**src/rtl/hazard_stall_unit.sv**
```systemverilog
// ============================================================================
// hazard_stall_unit : ID-stage hazard detector and multi-cycle stall sequencer.
// Optional performance counters enabled by defining HAZARD_PERF_CNT_EN.
// Revision: 1.0 - initial release
// ============================================================================
`default_nettype none

module hazard_stall_unit #(
  parameter int LD_BR_STALLS = 2,
  parameter int PERF_W       = 32
) (
  input  logic        Clk,
  input  logic        Rst_n,
  input  logic [31:0] IFID_Instr,
  input  logic        IDEX_MemRead,
  input  logic        IDEX_RegWrite,
  input  logic [4:0]  IDEX_DestReg,
  input  logic        EXMEM_MemRead,
  input  logic [4:0]  EXMEM_DestReg,
  input  logic        ID_BranchOrJR,
  input  logic        ID_Redirect,
  output logic        ControlMux,
  output logic        PCWrite,
  output logic        IFIDWrite,
  output logic        IFIDFlush,
  output logic        StallActive
`ifdef HAZARD_PERF_CNT_EN
  ,
  output logic [PERF_W-1:0] StallCycles,
  output logic [PERF_W-1:0] FlushCount
`endif
);

  // Out-of-range settings are clamped so the 2-bit hold counter stays valid.
  localparam int         c_ld_br_int = (LD_BR_STALLS < 1) ? 1 :
                                       (LD_BR_STALLS > 3) ? 3 : LD_BR_STALLS;
  localparam logic [1:0] c_ld_br_n   = c_ld_br_int[1:0];

  typedef enum logic [0:0] {
    ST_RUN   = 1'b0,
    ST_STALL = 1'b1
  } state_t;

  state_t     r_state, w_state_nxt;
  logic [1:0] r_rem, w_rem_nxt;

  logic [5:0] w_op, w_funct;
  logic [4:0] w_rs, w_rt;
  logic       w_use_rs, w_use_rt;
  logic       w_match_ex, w_match_mem;
  logic       w_h_lu, w_h_bl, w_h_ba, w_h_bm;
  logic [1:0] w_n;
  logic       w_ctrl, w_pcw, w_ifidw, w_flush, w_stall_active;
  logic       w_unused_instr;

  assign w_op    = IFID_Instr[31:26];
  assign w_rs    = IFID_Instr[25:21];
  assign w_rt    = IFID_Instr[20:16];
  assign w_funct = IFID_Instr[5:0];
  assign w_unused_instr = ^IFID_Instr[15:6];

  always_comb begin
    w_use_rt = 1'b0;
    case (w_op)
      6'h00, 6'h04, 6'h05, 6'h28, 6'h29, 6'h2B: w_use_rt = 1'b1;
      default:                                  w_use_rt = 1'b0;
    endcase
  end

  // Jumps, lui and constant shifts carry no rs operand.
  always_comb begin
    w_use_rs = 1'b1;
    case (w_op)
      6'h02, 6'h03, 6'h0F: w_use_rs = 1'b0;
      6'h00: w_use_rs = !((w_funct == 6'h00) || (w_funct == 6'h02) || (w_funct == 6'h03));
      default: w_use_rs = 1'b1;
    endcase
  end

  assign w_match_ex  = (IDEX_DestReg != 5'd0) &&
                       ((w_use_rs && (w_rs == IDEX_DestReg)) ||
                        (w_use_rt && (w_rt == IDEX_DestReg)));
  assign w_match_mem = (EXMEM_DestReg != 5'd0) &&
                       ((w_use_rs && (w_rs == EXMEM_DestReg)) ||
                        (w_use_rt && (w_rt == EXMEM_DestReg)));

  assign w_h_lu = IDEX_MemRead && w_match_ex;
  assign w_h_bl = ID_BranchOrJR && IDEX_MemRead && w_match_ex;
  assign w_h_ba = ID_BranchOrJR && IDEX_RegWrite && !IDEX_MemRead && w_match_ex;
  assign w_h_bm = ID_BranchOrJR && EXMEM_MemRead && w_match_mem;

  assign w_n = w_h_bl                      ? c_ld_br_n :
               (w_h_lu || w_h_ba || w_h_bm) ? 2'd1      : 2'd0;

  always_ff @(posedge Clk or negedge Rst_n) begin
    if (!Rst_n) begin
      r_state <= ST_RUN;
      r_rem   <= 2'd0;
    end else begin
      r_state <= w_state_nxt;
      r_rem   <= w_rem_nxt;
    end
  end

  always_comb begin
    w_state_nxt    = r_state;
    w_rem_nxt      = r_rem;
    w_ctrl         = 1'b1;
    w_pcw          = 1'b1;
    w_ifidw        = 1'b1;
    w_flush        = 1'b0;
    w_stall_active = 1'b0;
    case (r_state)
      ST_RUN: begin
        if (w_n != 2'd0) begin
          // An unresolved branch cannot redirect, so no flush while bubbling.
          w_ctrl  = 1'b0;
          w_pcw   = 1'b0;
          w_ifidw = 1'b0;
          if (w_n >= 2'd2) begin
            w_rem_nxt   = w_n - 2'd1;
            w_state_nxt = ST_STALL;
          end
        end else begin
          w_flush = ID_Redirect;
        end
      end
      ST_STALL: begin
        w_ctrl         = 1'b0;
        w_pcw          = 1'b0;
        w_ifidw        = 1'b0;
        w_stall_active = 1'b1;
        w_rem_nxt      = r_rem - 2'd1;
        if (r_rem <= 2'd1) begin
          w_rem_nxt   = 2'd0;
          w_state_nxt = ST_RUN;
        end
      end
      default: begin
        w_state_nxt = ST_RUN;
        w_rem_nxt   = 2'd0;
      end
    endcase
  end

  // Reset overrides the decision immediately, even mid-hold.
  assign ControlMux  = !Rst_n || w_ctrl;
  assign PCWrite     = !Rst_n || w_pcw;
  assign IFIDWrite   = !Rst_n || w_ifidw;
  assign IFIDFlush   = Rst_n && w_flush;
  assign StallActive = Rst_n && w_stall_active;

`ifdef HAZARD_PERF_CNT_EN
  logic [PERF_W-1:0] r_stall_cycles, r_flush_count;

  always_ff @(posedge Clk or negedge Rst_n) begin
    if (!Rst_n) begin
      r_stall_cycles <= '0;
      r_flush_count  <= '0;
    end else begin
      if (!ControlMux && (r_stall_cycles != {PERF_W{1'b1}}))
        r_stall_cycles <= r_stall_cycles + 1'b1;
      if (IFIDFlush && (r_flush_count != {PERF_W{1'b1}}))
        r_flush_count <= r_flush_count + 1'b1;
    end
  end

  assign StallCycles = r_stall_cycles;
  assign FlushCount  = r_flush_count;
`else
  localparam int c_unused_perf_w = PERF_W;
`endif

endmodule

`default_nettype wire

```
**config.mk**
```make
export PLATFORM = sky130hd
export DESIGN_NAME = hazard_stall_unit
export DESIGN_NICKNAME = d
export VERILOG_FILES = /design/src/rtl/hazard_stall_unit.sv
export SDC_FILE = /design/constraint.sdc
export NUM_CORES = 1
export LEC_CHECK = 0
export CORE_ASPECT_RATIO = 0.7
export CORE_MARGIN = 2
export CORE_UTILIZATION = 30
export CTS_BUF_LIST = sky130_fd_sc_hd__clkbuf_4 sky130_fd_sc_hd__clkbuf_8 sky130_fd_sc_hd__clkbuf_16
export CTS_CLUSTER_DIAMETER = 150
export DETAILED_ROUTE_END_ITERATION = 16
export PLACE_DENSITY = 0.76
export SLEW_MARGIN = 15
export SYNTH_ARGS = -nofsm -noshare
export SYNTH_HDL_FRONTEND = slang
export SYNTH_SLANG_ARGS = --single-unit
export TNS_END_PERCENT = 100
```
**constraint.sdc**
```tcl
create_clock -name Clk -period 2.01 [get_ports Clk]
set_clock_uncertainty 0.2 [all_clocks]
set_input_delay 0.402 -clock Clk [delete_from_list [all_inputs] [get_ports Clk]]
set_output_delay 0.402 -clock Clk [all_outputs]
set_load 0.02 [all_outputs]
```
Word-level counts from Yosys, hierarchy flattened
Cells that the tools add are included.
{ "totals": {"register_bits": 3, "latchBits": 0, "mem_bits_rw": 0, "mem_bits_ro": 0, "in_bits": 49, "output_inout_bits": 5, "n_memories": 0} }
{ "op_classes": {"add_sub_neg": 2, "n_mul": 0, "div": 0, "order_cmp": 2, "eq_ne": 16, "shifts": 0, "muxes": 17, "bitwise": 1, "n_reduce_logical": 34} }
{ "ops": {"columns": ["operator", "count"], "rows": [
  ["== test 6 x 2 -> 1 bit, second input constant", 4],
  ["== test 5 bit", 4],
  ["== test 6 bit, second input constant", 3],
  ["logical AND 1 bit", 16],
  ["== test 6 x 3 -> 1 bit, second input constant", 2],
  ["logical NOT 6 bit", 2],
  ["nonzero test 5 bit", 2],
  ["2-to-1 mux 1 bit", 9],
  ["2-to-1 mux 2 bit", 4],
  ["logical OR 1 bit", 7],
  ["== test 6 x 4 -> 1 bit, second input constant", 1],
  ["one-hot mux 1 bit (2 select lines)", 3],
  ["OR reduction 6 bit", 1],
  ["!= test 2 bit, second input constant", 2],
  ["one-hot mux 2 bit (2 select lines)", 1],
  ["subtractor 2 x 1 -> 2 bit, second input constant", 2],
  ["logical NOT 1 bit", 3],
  ["OR reduction 3 bit", 1],
  [">= comparator 2 bit, second input constant", 1],
  ["less-or-equal comparator 2 x 1 -> 1 bit, second input constant", 1],
  ["AND reduction 2 bit", 1],
  ["nonzero test 2 bit", 1],
  ["NOT 1 bit", 1]
]} }

Logic depth before layout (Yosys ltp)
Gate-level depths: netlist (run 1).
{ "logic_depth": {"word_depth": 17, "ltp_mapped": 6, "depth_no_buf": 5} }

Worst setup path before layout (run 1)
OpenSTA, ideal clock, no wires.
{ "synth_timing": {"kind": "input to output", "startpoint": "in EXMEM_DestReg[1]", "endpoint": "out IFIDWrite", "arrival_time_ns": 1.698, "path_slack_ns": -0.290, "cell_stages": 6, "n_path_buf": 1, "path_cell_list": "nor4_1 a211oi_1 o2111ai_1 o211ai_1 o21ai_1 buf_4"} }
{ "synth_between": {"elab_chain_cells": 12, "word_cells_on_any_way": 15} }
{ "synth_rtl": {"columns": ["element", "line", "text"], "rows": [
  ["start: declaration", "19", "input logic [4:0] EXMEM_DestReg,"],
  ["== test 5 bit (on tied branches)", "84, 85", null],
  ["logical AND 1 bit (on tied branches)", "84, 85", null],
  ["logical OR 1 bit", "84", "((w_use_rs && (w_rs == EXMEM_DestReg)) ||"],
  ["logical AND 1 bit (*)", "83", "assign w_match_mem = (EXMEM_DestReg != 5'd0) &&"],
  ["logical AND 1 bit (*)", "90", "assign w_h_bm = ID_BranchOrJR && EXMEM_MemRead && w_match_mem;"],
  ["logical OR 1 bit (*)", "93", "(w_h_lu || w_h_ba || w_h_bm) ? 2'd1 : 2'd0;"],
  ["2-to-1 mux 1 bit (*)", "93", null],
  ["2-to-1 mux 2 bit (*)", "92", "assign w_n = w_h_bl ? c_ld_br_n :"],
  ["nonzero test 2 bit (*)", "115", "if (w_n != 2'd0) begin"],
  ["2-to-1 mux 1 bit (*)", null, null],
  ["one-hot mux 1 bit (2 select lines) (*)", null, null],
  ["logical OR 1 bit (*)", null, null],
  ["end: declaration", "24", "output logic IFIDWrite,"]
]} }
Mark *: on every way between the ends. The rest lies on a longest branch, timed or not.

Worst setup path in the final report (run 1)
{ "layout_timing": {"startpoint": "in IFID_Instr[27]", "endpoint": "out PCWrite"} }
{ "layout_between": {"elab_chain_cells": 15, "word_cells_on_any_way": 33} }
{ "layout_rtl": {"columns": ["element", "line", "text"], "rows": [
  ["start: declaration", "14", "input logic [31:0] IFID_Instr,"],
  ["== test 6 x 2 -> 1 bit (tied with other cells)", "73", "case (w_op)"],
  ["OR reduction 3 bit or OR reduction 6 bit (tied branches)", "73, 64", null],
  ["one-hot mux 1 bit (2 select lines) or 2-to-1 mux 1 bit (tied branches)", "73, 64", null],
  ["logical AND 1 bit (on tied branches)", "81, 82", null],
  ["logical OR 1 bit", "81", "((w_use_rs && (w_rs == IDEX_DestReg)) ||"],
  ["logical AND 1 bit", "80", "assign w_match_ex = (IDEX_DestReg != 5'd0) &&"],
  ["logical AND 1 bit (on tied branches)", "87, 89", null],
  ["logical OR 1 bit (2 in series)", "93", null],
  ["2-to-1 mux 1 bit", "93", null],
  ["2-to-1 mux 2 bit (*)", "92", null],
  ["nonzero test 2 bit (*)", "115", null],
  ["2-to-1 mux 1 bit (*)", "115", null],
  ["one-hot mux 1 bit (2 select lines) (*)", "113", "case (r_state)"],
  ["logical OR 1 bit (*)", "148", "assign PCWrite = !Rst_n || w_pcw;"],
  ["end: declaration", "23", "output logic PCWrite,"]
]} }
Marked as above.

==> metrics list, run 1 <==
- Area growth syn-to-layout: 168%
- The number of slew-limit violations in the final report was 0.
- Share of the yosys chip area belonging to registers: 12.9%
* Number of buffers added by the clock tree synthesis step: 3
- The synthesized design contains 3 register bits.
- After detailed routing, the average wire length per cell comes to roughly 17 um.
- Outcome: finished with violations
- Die outline width: 56.6 um
- Number of top-level pins: 54
* Routed Antenna Nets: 0
- Measured slew at the worst slew-check pin: 354 ps
- Fraction of the cycle the final worst path needs: 124%
- M1 WL: 1150 um
* Unrepaired setup endpoints after global routing: true
- Summed over all layers, the routed wires come to 3050 um.
- Syn. warnings: 0
* Summed instance area of the synthesized netlist: ~580 um^2
* Setup tns final: -1760 ps
- In the detailed route, the total length drawn on met2 is 1600 um.
- The first TritonRoute pass finished after 4 iterations.
- The first global-routing pass estimated roughly 4000 um of wire.
- Final setup violation count: 4
- CP Launch Type: primary input
* Fraction of layout instances using a drive strength above 1: between 60% and 70%
- For this design, the sink count on the clock tree is 3.
- Port Buffer Count: 43
- Maximum VDD drop: 0.000430 V
- The setup path with the least slack is of type in2out.
- The total overflow left after global routing is 0.
* Type of element capturing the critical path: output pin
- In this run, distinct cell masters in the synthesized netlist total 29.
- Static timing analysis puts the maximum clock frequency at 403 MHz.
- Uppermost layer routed: met4
- Largest cells by area after synthesis: sky130_fd_sc_hd__xor2_1 (24%), sky130_fd_sc_hd__dfrtp_1 (13%), sky130_fd_sc_hd__nand2_1 (6.5%)
* Violated checks: negative setup slack
- The clock passes through at most 2 buffers.
- Number of cells produced by synthesis: 75
* Number of hold violations in the final report: 0
- For this block, the via count after detailed routing is 966.
- Die Y-Extent: roughly 41 um
- Met3 routed wirelength: 220 um
- Part of the power in the clock network: 26.3%
- Max-cap violations in this run came to 0.
* Switching portion of total power: a little over a third
- Initial antenna violation count: 0
- Worst slew margin: about three quarters
* Weighted congestion reported at the end of routability-driven placement: 0.818
* Pre-CTS WS: -1170 ps
- By instance count, the leading cell after synthesis is sky130_fd_sc_hd__xor2_1.
- Core footprint: 1840 um^2
- For the finished layout, the period the worst path requires is 2480 ps.
- Number of fill cells in the layout: 91
- Global-route usage over all layers: 24.1%
* CP Max Fanout: 3
* Initial Util: 31.6%
* Number of vias per cell after detailed routing: 5.43
- Hold repair after CTS inserted 0 buffers.
* Placed insts: 162
* Cell types with the highest counts after synthesis: sky130_fd_sc_hd__xor2_1 (16), sky130_fd_sc_hd__nand2_1 (10), sky130_fd_sc_hd__nor3_1 (4), sky130_fd_sc_hd__nor4_1 (4)
- The number of global-route vias before repair is between 900 and 1000.
* Yosys top cell area share: 24.1%
- Final Instance Count excl. Fillers: 178
- Registers are responsible for 15.3% of the overall power.
- The tightest hold path in the finished design has a slack of 310 ps.
- Worst hold-check path type: reg2reg
* Fraction of registers with async set/reset: 100%
- Net count of the mapped netlist: around 120
- In this run the number of H-tree levels came out at 1.
- CTS tree: built
- After clock tree synthesis, the clock-pin slew on the worst setup and hold paths is 40 ps.
- CTS Root Cell: sky130_fd_sc_hd__clkbuf_4
- Setup slack on the critical path of the routed design comes to -474 ps.
- Internal power comes to 0.000304 W.
* Share of power burned in combinational logic: between 50 and 60%
* Number of synthesized flops with an enable pin: 0
- Core occupancy in the finished layout: 84.7%
* Average cell area after synthesis: 7.74 um^2
* Largest net degree at the start of global routing: 6
- Site row count: 13
* Die ar.: 2310 um^2
* Post-layout nets: around 200
- In this run the static leakage power is 0.689 nW.
- The most used flip-flop cell after synthesis is sky130_fd_sc_hd__dfrtp_1.
- Dividing total power by cell area gives a power density of between 300 and 400 nW/um^2.
- Detailed placement HPWL: about 1900 um
* Data required time at the worst endpoint: roughly 1400 ps
- The analysis attributes to net switching a power of 0.000171 W.
- Worst skew pair latency: 240 ps
- The detailed router finished its first iteration with 28 violations.
- Most area-hungry cell type in the Yosys netlist: sky130_fd_sc_hd__xor2_1
- Final routed DRC violation total: 0
* Worst EP arrival: 1880 ps
* Total inserted antenna cells: 0
==> registers in the layout, indices dropped and copies added, names as in the netlist <==
signal   cells
r_rem        2
r_state      1
==> area by class of cell <==
type,count,area (um^2),area share (%)
well taps,22,27.5,1.77
clock buffers,4,30.0,1.93
flip-flops and latches,3,75.1,4.82
multi-input cells,66,726,46.6
inverters,4,15.0,0.965
repair buffers,79,683,43.9
==> metal layers <==
metal | up-vias | global-route usage [%]
met1 | 469 | 25.1
met3 | 14 | 5.68
met2 | 55 | 52.3
met4 | 0 | 4.17
li1 | 428 | -
met5 | - | 0
==> placed cells by master (no fill, tap or decap), types with 4 or more instances in the layout <==
master and instances:
sky130_fd_sc_hd__buf_2 11, sky130_fd_sc_hd__buf_4 33, sky130_fd_sc_hd__buf_6 13, sky130_fd_sc_hd__buf_8 4, sky130_fd_sc_hd__clkbuf_4 4, sky130_fd_sc_hd__clkdlybuf4s50_1 4, sky130_fd_sc_hd__dlygate4sd2_1 7, sky130_fd_sc_hd__nand2_1 9
sky130_fd_sc_hd__nor4_4 5, sky130_fd_sc_hd__xor2_1 5, sky130_fd_sc_hd__xor2_2 8
==> power by group through the flow <==
stage               registers, W  logic (W)  clock network, W
finish                 0.0000727   0.000277          0.000125
detailed placement     0.0000731   0.000212                 0
CTS                    0.0000717   0.000233          0.000126
global route           0.0000736   0.000293          0.000131
floorplan              0.0000717  0.0000672                 0
global placement       0.0000720   0.000205                 0
==> through the flow <==
step	total power, W	area [um^2]
2_1_floorplan	0.000139	589
3_3_place_gp	0.000277	1210
3_5_place_dp	0.000285	1210
4_1_cts	0.000431	1410
5_1_grt	0.000497	1560
6_report	0.000475	1560
==> worst paths after layout <==
kind,cells after the start,endpoint,from,slack (ps)
min in group asynchronous,2,r_state,Rst_n,340
max in group asynchronous,2,r_rem[0],Rst_n,1170
max,8,PCWrite,IFID_Instr[27],-470
max reg2reg,3,r_rem[1],r_state,730
min,2,r_state,r_rem[1],310
min reg2reg,2,r_state,r_rem[1],310
==> worst max-delay path: stages <==
cell and delay, ps:
sky130_fd_sc_hd__buf_6 90, sky130_fd_sc_hd__buf_6 110, sky130_fd_sc_hd__a2111oi_4 400, sky130_fd_sc_hd__o2111ai_2 160, sky130_fd_sc_hd__o211ai_1 330, sky130_fd_sc_hd__buf_4 190
sky130_fd_sc_hd__o21ai_4 60, sky130_fd_sc_hd__buf_6 140
==> logic make-up after synthesis <==
family / count (synthesis) / synth area share (%)
xor+xnor: 18 / 27.2
buf+inv: 6 / 5.17
flops: 3 / 12.9
compound gates: 16 / 22.6
simple gates: 32 / 32.1
==> repair_timing <==
item,4_1_cts,5_1_grt
gates resized for setup,163,39
endpoints found under the setup margin,8,6
pin swaps,35,18
gates cloned,0,0
buffers inserted,8,4
No activity file was read; power rests on OpenSTA's default activity.
==> run 2, diff against run 1 <==
--- a/config.mk
+++ b/config.mk
@@ -8,9 +8,9 @@
 export CORE_ASPECT_RATIO = 0.7
 export CORE_MARGIN = 2
 export CORE_UTILIZATION = 30
-export CTS_BUF_LIST = sky130_fd_sc_hd__clkbuf_4 sky130_fd_sc_hd__clkbuf_8 sky130_fd_sc_hd__clkbuf_16
 export CTS_CLUSTER_DIAMETER = 150
 export DETAILED_ROUTE_END_ITERATION = 16
+export GPL_ROUTABILITY_DRIVEN = 0
 export PLACE_DENSITY = 0.76
 export SLEW_MARGIN = 15
 export SYNTH_ARGS = -nofsm -noshare
==> run 2 against run 1 <==
  * The flow still finishes with violations (negative setup slack)
  * Clock power is 16% lower
  * Core utilization is 2.2 points higher
  * Worst setup slack worse by 63 ps
  * First-iteration DRC count is 25% higher
  * Highest routed layer unchanged
  * Critical path type unchanged
  * Power is 0.47% lower
  * Routed wire length is 11% higher
  * Flip-flop and latch count stayed put
  * Cell count is 0.56% higher
==> metrics list, run 2 (synthesis gave the netlist of run 1 again) <==
* Area growth syn-to-layout: 175%
- Type of the worst setup path: in2out
* Outcome: finished with violations
- Number of top-level pins: 54
- Fraction of the cycle the final worst path needs: 127%
- Number of flip-flops in the largest register: 2
- Standby leakage power: ~0.70 nW
* CP Launch Type: primary input
* Worst hold margin: 320 ps
- First-pass iteration count of the detailed router: 4
- Power after layout: 0.000472 W
- Worst hold-check path type: reg2reg
- Part of the power in the clock network: approximately 22%
- Drt initial violations: 35
* Family with the most delay on the worst path: compound AO/OA/AOI/OAI gates
* CTS Hold Bufs: 0
* Detailed placement HPWL: 1860 um
- Pre-CTS WS: -1170 ps
- Setup repair after global routing could not meet its margin everywhere.
* CTS H-Tree Depth: 1
- In this run the power density over the cells is 296 nW/um^2.
* Total via count in the routed design: 953
* Number of stages on the worst setup path: 8
- After detailed routing, the number of remaining DRC violations is 0.
* Maximum single-stage delay on the critical path: 380 ps
- Once routing completed, OpenROAD measured the worst setup slack at -536 ps.
- Pins Over Slew Limit: 0
- Fraction of layout instances using a drive strength above 1: roughly 67%
- STA classifies the critical path endpoint as an output pin.
- STA puts the critical path data arrival time at approximately 1900 ps.
* Number of buffers added by the clock tree synthesis step: 3
- Die ar.: 2310 um^2
- The share of total power dissipated in combinational logic is around 62%.
- In this run the standard cell core region covers 1840 um^2.
- Tmin final: 2550 ps
* Setup crit start: IFID_Instr[18]
- Summed over all nets, the switching power comes to about 0.00018 W.
- Worst skew pair latency: 230 ps
- The hold violation total from the final report is 0.
- Largest net degree at the start of global routing: 6
* Highest clock rate: 393 MHz
- At the end of the flow, the number of nets in the layout was 207.
- CTS saw 3 sinks.
* Maximum VDD drop: between 0.0003 and 0.0004 V
* Maximum count of clock buffers along a single path: 2
* CTS tree: built
- The die is 56.6 um wide.
* Data required time at the worst endpoint: 1410 ps
- Number of buffers and inverters on the critical path: 3
- R2R Path End: r_rem[1]
* Routed wirelength normalized by instance count: 19.0 um
- In the layout the commonest cells are sky130_fd_sc_hd__buf_4 (32), sky130_fd_sc_hd__buf_6 (16), sky130_fd_sc_hd__buf_2 (10).
* Total inserted antenna cells: 0
- Cell Chain, Critical Path: buf_8 -> xor2_2 -> nor4_4 -> o2111ai_2 -> o211ai_1 -> buf_4 -> o21ai_4 -> buf_6
- Global-route wire length before repair: 4110 um
* Initial antenna violation count: 0
- Measured slew at the worst slew-check pin: 381 ps
- CP Max Fanout: 3
- Global-route usage over all layers: 23.9%
- Number of vias per cell after detailed routing: 5.32
- The initial utilization of the core area, before any placement, comes to 31.6%.
* Final setup violation count: 5
- The cell sitting at the root of the clock tree is a sky130_fd_sc_hd__clkbuf_4.
* Largest register by flop count: r_rem
- The share of total power dissipated in sequential elements is 15.7%.
- Number of cells on the worst reg-to-reg path: 3
- Port Buffer Count: between 40 and 50
- Largest regs: r_rem x2, r_state x1
* Final global-route overflow total: 0
* Internal Dissipation: 0.000296 W
- Worst slew margin: 74.5%
* Routed Antenna Nets: 0
- Crit path to: PCWrite
- Wire length reported by the detailed router: roughly 3400 um
* Site row count: 13
- Switching portion of total power: a little under two fifths
- Clock-pin slew was measured on the worst setup and hold paths at around 30 ps.
- Violated checks: negative setup slack
- The tool flagged a number of max-cap violations equal to 0.
- On the critical path, the stage with the largest delay is an instance of sky130_fd_sc_hd__o211ai_1.
- FF-to-FF setup slack: 760 ps
* Via count of the first global-routing pass: 931
* Most common library cell in the layout ignoring fill and taps: sky130_fd_sc_hd__buf_4
- Measured along the y axis, the die boundary spans between 40 and 50 um.
- Beginning of the worst register-to-register path: r_state
## run 2: cell count changes in the layout (fill, tap and decap cells not counted), sizes merged
cell,delta
buf,+1
## run 2: worst min path at each step
| stage | startpoint | to | slack, ps | depth (start not counted) |
|---|---|---|---|---|
| floorplan | Rst_n | r_rem[0] | -90 | 0 |
| global placement | r_rem[1] | r_state | 280 | 2 |
| detailed placement | r_rem[1] | r_state | 300 | 2 |
| CTS | r_rem[1] | r_state | 290 | 2 |
| global route | Rst_n | r_rem[0] | 350 | 2 |
| finish | r_rem[1] | r_rem[1] | 320 | 1 |
## run 2: layout make-up
class / count / area [um^2]
multi-input cells: 66 / 748
repair buffers: 80 / 704
fillers: 81 / 241
flip-flops and latches: 3 / 75.1
well taps: 22 / 27.5
clock buffers: 4 / 26.3
inverters: 4 / 15.0
## run 2: worst reg2reg max path, stage by stage (launching register included)
cell	delay, ps
sky130_fd_sc_hd__dfrtp_1	370
sky130_fd_sc_hd__buf_4	150
sky130_fd_sc_hd__a211o_1	280
sky130_fd_sc_hd__o211a_1	130
## run 2: stage by stage
stage	instance area, um^2	instances	setup TNS (ps)	util, %
after floorplan	589	75	-379	-
after global placement	1210	162	-5770	66.0
after detailed placement	1210	162	-6460	66.0
after CTS	1410	174	-1310	76.4
after global routing	1600	179	-2420	86.9
final	1600	179	-2020	86.9
## run 2: repair_timing
action / CTS / global route
buffers inserted: 8 / 5
resized for setup: 163 / 46
gates cloned: 0 / 0
setup endpoints to repair: 8 / 6
pin swaps: 35 / 19
## run 2: routing by layer
layer	share of wire [%]	up-vias	routed length [um]	GRT usage (%)
met5	0	-	0	0
met4	4.6	0	155	5.36
met3	7.3	14	247	5.99
met2	49	56	1680	48.8
met1	39	456	1320	26.3
li1	-	427	-	-
## run 2: power groups by stage
stage	clock (W)	sequential (W)	combinational, W
after global routing	0.000119	0.0000742	0.000309
after detailed placement	0	0.0000731	0.000212
after global placement	0	0.0000720	0.000205
final	0.000105	0.0000741	0.000293
after CTS	0.000113	0.0000717	0.000233
after floorplan	0	0.0000717	0.0000672
==> run 3, diff against run 2 <==
--- a/config.mk
+++ b/config.mk
@@ -5,13 +5,14 @@
 export SDC_FILE = /design/constraint.sdc
 export NUM_CORES = 1
 export LEC_CHECK = 0
-export CORE_ASPECT_RATIO = 0.7
-export CORE_MARGIN = 2
-export CORE_UTILIZATION = 30
+export CORE_AREA = 2 2 39 41
 export CTS_CLUSTER_DIAMETER = 150
 export DETAILED_ROUTE_END_ITERATION = 16
-export GPL_ROUTABILITY_DRIVEN = 0
-export PLACE_DENSITY = 0.76
+export DIE_AREA = 0 0 41 43
+export DONT_BUFFER_PORTS = 1
+export GPL_ROUTABILITY_DRIVEN = 1
+export MAX_ROUTING_LAYER = met4
+export PLACE_DENSITY = 0.55
 export SLEW_MARGIN = 15
 export SYNTH_ARGS = -nofsm -noshare
 export SYNTH_HDL_FRONTEND = slang
==> run 3 against run 2 <==
  * The flow still finishes with violations (negative setup slack)
  * Critical path depth decreased by 2
  * First-iteration DRC count fell by 83%
  * Sequential power shrank 3.2%
  * Flip-flop and latch count stayed put
  * Die area fell by 24%
  * Power decreased by 45%
  * Worst setup slack better by 370 ps
  * Non-clock buffer count is 73 lower
  * Sequential share of layout area up 5.5 points
  * Clock power about the same
  * Critical endpoint is now IFIDWrite
  * Largest cell class unchanged
  * Largest power group is now clock
==> metrics list, run 3 (synthesis gave the netlist of run 1 again) <==
* Number of vias per cell after detailed routing: 5.66
- Commonest cells after routing, fill and taps aside: sky130_fd_sc_hd__xor2_1 (15), sky130_fd_sc_hd__nand2_1 (10), sky130_fd_sc_hd__buf_4 (5)
- CTS clock-pin slew for the worst setup and hold paths: ~40 ps
- TritonCTS built the clock tree.
- Detailed placement HPWL: 1180 um
- The die is between 40 and 50 um tall.
* Total inserted antenna cells: 0
- The routed design could run at a clock period as short as 2180 ps.
- Largest regs: r_rem x2, r_state x1
- Standby leakage power: about 0.29 nW
* Sequential cell area: 75.1 um^2
- In this run the register-to-register setup slack is a little under 900 ps.
* CTS Root Cell: sky130_fd_sc_hd__clkbuf_4
* Global-route usage over all layers: 17.3%
- Number of buffers and inverters on the critical path: 1
* Placed insts: between 90 and 100
- CP Max Fanout: 3
- Buffers inserted during clock tree synthesis total 3.
- Timing analysis after detailed placement gives a worst setup slack of -201 ps.
- Family with the most delay on the worst path: compound AO/OA/AOI/OAI gates
* Violated checks: negative setup slack
- Number of hold violations in the final report: 0
- Max-Cap Viols: 0
- Fill cells in the final layout number roughly 130.
* Largest net degree at the start of global routing: 6
* Beginning of the worst register-to-register path: r_state
- The library cell used most frequently in the layout, excluding fill and tap cells, is sky130_fd_sc_hd__xor2_1.
* Largest register by flop count: r_rem
- The finished layout holds 100 standard cells, fillers aside.
- Unrepaired setup endpoints after global routing: true
- In this run the tightest slew margin relative to its limit is 78.0%.
- Critical-path top delay cell: sky130_fd_sc_hd__o211ai_1
- Summed over all failing endpoints, the final setup total negative slack is -647 ps.
- Input and output buffers added on the ports amount to 0.
- The number of global-route vias before repair is around 540.
* Total via count in the routed design: 566
* Core footprint: around 1400 um^2
* Number of clock sinks: 3
* Fraction of the cycle the final worst path needs: 108%
- Area growth syn-to-layout: 26.5%
- At the worst endpoint, the arrival time is 1580 ps.
- Number of top-level pins: 54
* Type of element capturing the critical path: output pin
* Area used by multi-input combinational logic: 531 um^2
- Fraction of layout instances using a drive strength above 1: 23.8%
- Highest clock rate: 459 MHz
* Data required time at the worst endpoint: around 1400 ps
- The floorplan step set the die width to between 40 and 50 um.
- Once detail routing completed, the nets flagged for antenna violations numbered 0.
* Die ar.: 1760 um^2
- Drt initial violations: 6
- The flow ran to the end, but the final reports show violations.
- Initial Util: 42.0%
- Worst hold-check path type: in2async
- The longest clock path from root to sink contains 2 buffers.
* Maximum VDD drop: 0.000422 V
* Pins Over Slew Limit: 0
* Type of the worst setup path: in2out
* Initial antenna violation count: 0
- The clock reaches the later pin of the worst-skew pair after 230 ps.
- Wire length reported by the detailed router: 1370 um
- Power spread over the standard cell area amounts to 354 nW/um^2.
* CTS H-Tree Depth: 1
* Final setup violation count: 4
- Cell Chain, Critical Path: xor2_4 -> nor4_4 -> o2111ai_2 -> o211ai_1 -> o21ai_2 -> buf_12
* Number of flip-flops in the largest register: 2
- In the final design database the tool counted 134 nets.
- After detailed routing, the number of remaining DRC violations is 0.
- Number of cells on the worst reg-to-reg path: 2
- Global-route wire length before repair: 2000 um
- At the end of routability-driven placement, the weighted congestion stood at just under 0.7.
* Minimum setup slack in the final design: -167 ps
- The first TritonRoute pass finished after 3 iterations.
- Final global-route overflow total: 0
* R2R Path End: r_rem[1]
- At the pin with the least slew margin, the transition time is ~330 ps.
- Site row count: 14
* Maximum single-stage delay on the critical path: 310 ps
- The worst setup path is launched from a primary input.
* Routed wirelength normalized by instance count: 13.7 um
-- run 3: report_power, final --
part | switching (W) | internal, W
Clock | 0.0000276 | 0.0000741
Sequential | 0.00000440 | 0.0000673
Combinational | 0.0000398 | 0.0000468
-- run 3: area by class of cell --
class | instances | area share [%]
sequential | 3 | 10.2
multi-input combinational | 66 | 72.2
tap | 16 | 2.73
clock buffer | 4 | 3.58
timing repair buffer | 7 | 9.20
inverter | 4 | 2.04
-- run 3: what timing repair did --
| action | CTS | global route |
|---|---|---|
| pin swaps | 2 | 2 |
| endpoints found under the setup margin | 4 | 4 |
| hold buffers | 1 | 0 |
| resized for setup | 4 | 3 |
| setup buffers | 1 | 0 |
| hold endpoints to repair | 3 | 0 |
-- run 3: metrics by stage --
step / area [um^2] / utilization [%] / hold slack [ps] / total power (W)
after CTS: 719 / 52.0 / 228 / 0.000265
after global routing: 734 / 53.1 / 224 / 0.000285
final: 734 / 53.1 / 232 / 0.000260
after floorplan: 589 / - / -93.6 / 0.000139
after global placement: 644 / 46.6 / -93.5 / 0.000151
after detailed placement: 644 / 46.6 / -93.5 / 0.000152
-- run 3: worst max path at each step --
stage | cells after the start | end | slack [ps] | start
6_report | 6 | IFIDWrite | -170 | IFID_Instr[20]
5_1_grt | 6 | ControlMux | -240 | IFID_Instr[20]
4_1_cts | 6 | IFIDWrite | -190 | IFID_Instr[20]
3_5_place_dp | 6 | IFIDWrite | -200 | IDEX_DestReg[0]
3_3_place_gp | 7 | IFIDWrite | -190 | IDEX_DestReg[0]
2_1_floorplan | 6 | IFIDWrite | -180 | IDEX_DestReg[4]
-- run 3: routing by layer --
layer  share of wire (%)  vias to the layer above  track usage, %
met2                  51                       30            29.4
met5                   0                        -               -
met1                  38                      244            17.9
met4                   0                        0            2.00
li1                    -                      292               -
met3                  11                        0            8.38
